$ cat config.mk
export PLATFORM = sky130hd
export DESIGN_NAME = rot_disp_addr
export DESIGN_NICKNAME = d
export VERILOG_FILES = /design/src/rtl/rot_disp_addr.sv
export SDC_FILE = /design/constraint.sdc
export NUM_CORES = 1
export LEC_CHECK = 0
export ABC_AREA = 0
export BUFFER_PORTS_ARGS = -buffer_cell sky130_fd_sc_hd__buf_4
export CAP_MARGIN = 20
export CORE_MARGIN = 5
export CORE_UTILIZATION = 32
export DETAILED_ROUTE_END_ITERATION = 12
export PLACE_DENSITY = 0.58
export SLEW_MARGIN = 25
export SYNTH_ARGS = -nofsm -noshare
export SYNTH_HDL_FRONTEND = slang
export SYNTH_SLANG_ARGS = --single-unit
$ cat constraint.sdc
create_clock -name clk -period 4 [get_ports clk]
set_clock_uncertainty 0.2 [all_clocks]
set_input_delay 0.4 -clock clk [delete_from_list [all_inputs] [get_ports clk]]
set_output_delay 0.4 -clock clk [all_outputs]
set_load 0.02 [all_outputs]
$ cat src/rtl/rot_disp_addr.sv
// Rotary-encoder front end: synchronizes A/B/center, decodes full quadrature
// detents, and steps or clears one of several display-bank address registers.
module rot_disp_addr #(
  parameter int ADDR_WIDTH = 5,
  parameter int SEL_WIDTH  = 2
) (
  input  logic                  clk,
  input  logic                  rst,
  input  logic                  rot_a,
  input  logic                  rot_b,
  input  logic                  rot_ctr,
  input  logic [SEL_WIDTH-1:0]  sel,
  output logic [ADDR_WIDTH-1:0] addr,
  output logic                  step_inc,
  output logic                  step_dec,
  output logic                  seq_err
);

  localparam int NUM_BANKS = 1 << SEL_WIDTH;
  localparam logic [ADDR_WIDTH-1:0] ADDR_ONE = ADDR_WIDTH'(1);

  typedef enum logic [2:0] {
    S_REST = 3'd0,
    S_N1   = 3'd1,
    S_N2   = 3'd2,
    S_N3   = 3'd3,
    S_P1   = 3'd4,
    S_P2   = 3'd5,
    S_P3   = 3'd6,
    S_WAIT = 3'd7
  } state_t;

  logic r_a_meta, r_a_sync;
  logic r_b_meta, r_b_sync;
  logic r_ctr_meta, r_ctr_sync, r_ctr_prev;

  state_t r_state;
  state_t w_next;
  logic   w_inc_evt, w_dec_evt, w_err_evt;
  logic   r_inc_evt, r_dec_evt, r_err_evt;

  logic [ADDR_WIDTH-1:0] r_bank [NUM_BANKS];

  logic [1:0] w_q;
  logic       w_clr;

  assign w_q   = {r_a_sync, r_b_sync};
  assign w_clr = r_ctr_sync & ~r_ctr_prev;
  assign addr  = r_bank[sel];

  // Two-flop synchronizers for the encoder pins plus the center-edge history flop.
  always_ff @(posedge clk) begin
    if (rst) begin
      r_a_meta   <= 1'b0;
      r_a_sync   <= 1'b0;
      r_b_meta   <= 1'b0;
      r_b_sync   <= 1'b0;
      r_ctr_meta <= 1'b0;
      r_ctr_sync <= 1'b0;
      r_ctr_prev <= 1'b0;
    end else begin
      r_a_meta   <= rot_a;
      r_a_sync   <= r_a_meta;
      r_b_meta   <= rot_b;
      r_b_sync   <= r_b_meta;
      r_ctr_meta <= rot_ctr;
      r_ctr_sync <= r_ctr_meta;
      r_ctr_prev <= r_ctr_sync;
    end
  end

  // Quadrature next-state decode; any unlisted double-bit jump is an error.
  always_comb begin
    w_next    = r_state;
    w_inc_evt = 1'b0;
    w_dec_evt = 1'b0;
    w_err_evt = 1'b0;
    case (r_state)
      S_REST: case (w_q)
        2'b01:   w_next = S_N1;
        2'b10:   w_next = S_P1;
        2'b11:   begin w_next = S_WAIT; w_err_evt = 1'b1; end
        default: w_next = S_REST;
      endcase
      S_N1: case (w_q)
        2'b11:   w_next = S_N2;
        2'b00:   w_next = S_REST;
        2'b10:   begin w_next = S_WAIT; w_err_evt = 1'b1; end
        default: w_next = S_N1;
      endcase
      S_N2: case (w_q)
        2'b10:   w_next = S_N3;
        2'b01:   w_next = S_N1;
        2'b00:   begin w_next = S_WAIT; w_err_evt = 1'b1; end
        default: w_next = S_N2;
      endcase
      S_N3: case (w_q)
        2'b00:   begin w_next = S_REST; w_inc_evt = 1'b1; end
        2'b11:   w_next = S_N2;
        2'b01:   begin w_next = S_WAIT; w_err_evt = 1'b1; end
        default: w_next = S_N3;
      endcase
      S_P1: case (w_q)
        2'b11:   w_next = S_P2;
        2'b00:   w_next = S_REST;
        2'b01:   begin w_next = S_WAIT; w_err_evt = 1'b1; end
        default: w_next = S_P1;
      endcase
      S_P2: case (w_q)
        2'b01:   w_next = S_P3;
        2'b10:   w_next = S_P1;
        2'b00:   begin w_next = S_WAIT; w_err_evt = 1'b1; end
        default: w_next = S_P2;
      endcase
      S_P3: case (w_q)
        2'b00:   begin w_next = S_REST; w_dec_evt = 1'b1; end
        2'b11:   w_next = S_P2;
        2'b10:   begin w_next = S_WAIT; w_err_evt = 1'b1; end
        default: w_next = S_P3;
      endcase
      S_WAIT: begin
        if (w_q == 2'b00) begin
          w_next = S_REST;
        end else begin
          w_next = S_WAIT;
        end
      end
      default: w_next = S_WAIT;
    endcase
  end

  // State register; events are staged one cycle so pulses land the cycle after REST is entered.
  always_ff @(posedge clk) begin
    if (rst) begin
      r_state   <= S_WAIT;
      r_inc_evt <= 1'b0;
      r_dec_evt <= 1'b0;
      r_err_evt <= 1'b0;
      step_inc  <= 1'b0;
      step_dec  <= 1'b0;
      seq_err   <= 1'b0;
    end else begin
      r_state   <= w_next;
      r_inc_evt <= w_inc_evt;
      r_dec_evt <= w_dec_evt;
      r_err_evt <= w_err_evt;
      step_inc  <= r_inc_evt;
      step_dec  <= r_dec_evt;
      seq_err   <= r_err_evt;
    end
  end

  // Bank registers: clear of the selected bank takes priority over a step on the same edge.
  always_ff @(posedge clk) begin
    if (rst) begin
      for (int i = 0; i < NUM_BANKS; i++) begin
        r_bank[i] <= '0;
      end
    end else if (w_clr) begin
      r_bank[sel] <= '0;
    end else if (r_inc_evt) begin
      r_bank[sel] <= r_bank[sel] + ADDR_ONE;
    end else if (r_dec_evt) begin
      r_bank[sel] <= r_bank[sel] - ADDR_ONE;
    end else begin
      r_bank[sel] <= r_bank[sel];
    end
  end

endmodule

==> flow_metrics.py <==
metrics = {
    "clock_network": {
        "htree_levels": 2,
        "cts_tree": "built",
        "post_cts_buffers": 0,
        "clk_pin_slew_ps": 70,
        "cts_buffers": 5,
        "worstSkewPairLatency_ps": 280,
        "ctsHoldBuffers": 0,
        "cts_buffer_depth": 2,
        "cts_sinks": 36,
        "post_cts_resized": 0,
        "root_buffer": "clkbuf_8",
    },
    "setup_path": {
        "worstPathMaxFanout": 7,
        "cp-end-kind": "flip-flop",
        "critPathLaunchType": "flip-flop",
        "cp.arrival_ps": 2610,
        "worstPathRequired_ps": 3920,
        "crit_type": "reg2reg",
        "timing.rr.end": "r_bank[0][2]",
        "ff2ff_setup_slack_ps": 1310,
        "r2r-start": "r_bank[0][1]",
        "r2r_cells": 7,
    },
    "timing": {
        "setup_tns_ps": 0,
        "hold_violations": 0,
        "min_period_ps": 2690,
        "holdWs_ps": 128,
        "max_slew_margin": 0.491,
        "period_share": 0.672,
        "final-setup-viol-count": 0,
        "rsz0062_at_grt": "no",
        "fmax_mhz": 372,
        "tightest_slew_ps": 754,
        "slew_violations": 0,
    },
    "finish": {
        "antenna_cells": 0,
        "area_growth_pct": 12.6,
        "fin_nets": 205,
        "final_common_cell": "edfxtp_1",
        "drive_gt1_frac": 0.168,
        "layout_common_cells": "20 x edfxtp_1, 16 x dfxtp_1, 14 x nor2_1, 14 x buf_4, 11 x nor2b_1",
        "final_cells": 266,
    },
    "detailed_routing": {
        "dr.pass1.iters": 4,
        "wire_per_inst_um": 14.9,
        "initialDrtViolationCount": 107,
        "routed_via_density": 5.27,
        "drt_wl_total_um": 3970,
        "ant_nets": 0,
        "drc": 0,
        "vias": 1402,
    },
    "power": {
        "p_comb_frac": 0.224,
        "ir_drop_v": 0.000213,
        "p_switching_uw": 291,
        "totalPowerFinal_uw": 990,
        "power_density_nw_per_um2": 451,
        "swShare": 0.294,
        "p_int_uw": 699,
        "p_leak_nw": 0.859,
        "seqPwrFrac": 0.491,
        "clockPowerShare": 0.286,
    },
    "global_routing": {
        "grt_pass1_wl_um": 6730,
        "grt.total_usage": 0.114,
        "grt_pass1_vias": 1351,
        "grt_max_degree": 33,
        "antenna_found_initial": 0,
        "grt_overflow": 0,
    },
    "yosys": {
        "syn-cell-area_um2": 1950,
        "synth_edf_count": 20,
        "synth_cell_types": 45,
        "synth_nets": 196,
        "yosys-top-cells-area": "edfxtp_1 31%, dfxtp_1 16%, ha_1 5.1%",
        "yosysSeqAreaShare": 0.472,
        "ys_dominant_reg_cell": "edfxtp_1",
        "ys_seq_elements": 36,
        "synth.avg_cell_area_um2": 10.8,
        "synthCells": 181,
        "yosys.area.top_type": "edfxtp_1",
        "synth_top_area_share": 0.308,
        "synthArstFlopShare": 0,
        "yosys_warnings": 0,
    },
    "place": {
        "place.gp.congestion": 0.762,
        "place.port_buffers": 14,
        "dpl.cell_count": 258,
        "place_hpwl_um": 2720,
    },
    "worst_hold_path": {
        "hold_depth": 2,
        "holdPathEnd": "r_b_meta",
        "min_path_type": "in2reg",
        "hp-start": "rot_b",
    },
    "floorplan": {
        "die_area_um2": 7760,
        "floorplan.initialDensity": 0.329,
        "die_w_um": 88.1,
        "rows": 28,
        "die_h_um": 88.1,
        "core-area_um2": 5920,
        "ios": 15,
    },
    "status": {
        "status": "completed",
    },
    "flow_run": {
        "maxCapViolations": 0,
    },
}
-- how the worst max path moves through the flow --
| stage | start | to | slack (ps) | cells after the start |
|---|---|---|---|---|
| after floorplan | sel[0] | r_bank[2][2] | 1130 | 8 |
| after global placement | sel[0] | r_bank[2][2] | 1110 | 8 |
| after detailed placement | sel[0] | r_bank[1][2] | 1060 | 8 |
| after CTS | r_bank[1][1] | r_bank[0][2] | 1310 | 7 |
| after global routing | r_bank[0][1] | r_bank[0][4] | 1120 | 7 |
| final | r_bank[0][1] | r_bank[0][2] | 1310 | 7 |
-- flip-flops by register name (all words and copies together) (netlist names) --
signal      cells
r_a_meta        1
r_a_sync        1
r_b_meta        1
r_b_sync        1
r_bank         20
r_ctr_meta      1
r_ctr_prev      1
r_ctr_sync      1
r_dec_evt       1
r_err_evt       1
r_inc_evt       1
r_state         3
seq_err         1
step_dec        1
step_inc        1
-- synth_stat cells, types with 2 or more instances --
cell type	count
edfxtp_1	20
dfxtp_1	16
nor2_1	14
nor2b_1	11
clkbuf_1	10
inv_1	10
nand2b_1	9
a31oi_1	8
ha_1	8
a21oi_1	6
nor3_1	6
a211oi_1	5
nand2_1	5
mux2i_1	4
mux4_2	4
nand3_1	4
nor3b_1	3
o211ai_1	3
o21ai_0	3
a21o_2	2
and3_1	2
mux4_1	2
o22ai_1	2
o311ai_0	2
or3_1	2
-- routing by layer --
layer  part of all wire  global-route usage  wire [um]  vias up
li1                   -                   -          -      695
met1               0.47               0.144       1870      675
met2               0.48               0.191       1910       30
met3              0.041              0.0292        164        2
met4             0.0058              0.0371         23        0
met5                  0                   0          0        -
-- kinds of logic after synthesis --
| logic type | synth area share |
|---|---|
| simple gates | 0.182 |
| xor+xnor | 0.00449 |
| compound gates | 0.144 |
| fa+ha+maj | 0.0513 |
| flops | 0.472 |
| buf+inv | 0.0462 |
| mux | 0.0994 |
-- power by group through the flow --
stage / Clock (mW) / Sequential (mW) / Combinational (mW)
finish: 0.283 / 0.486 / 0.221
CTS: 0.292 / 0.486 / 0.223
floorplan: 0 / 0.457 / 0.206
detailed placement: 0 / 0.496 / 0.221
global placement: 0 / 0.495 / 0.220
global route: 0.306 / 0.494 / 0.248
-- worst max-delay path, cell delays in order (launching register included) --
cell and delay, ps:
edfxtp_1 380, mux4_1 630, inv_1 100, ha_1 170, inv_1 70, or4_1 510, a21o_2 250, a211oi_1 220
-- area by class of cell --
class | instances | area (um2)
Clock buffer | 8 | 100
Fill cell | 591 | 3720
Inverter | 10 | 37.5
Multi-Input combinational cell | 123 | 940
Sequential cell | 36 | 921
Tap cell | 75 | 93.8
Timing Repair Buffer | 14 | 105
-- metrics by stage --
stage | instance area, um2 | worst slack (ps) | util
floorplan | 1950 | 1130 | -
global placement | 2100 | 1110 | 0.354
CTS | 2200 | 1310 | 0.371
finish | 2200 | 1310 | 0.371
detailed placement | 2100 | 1060 | 0.354
global route | 2200 | 1120 | 0.371
Note: power is estimated with default switching activity, not from simulation.
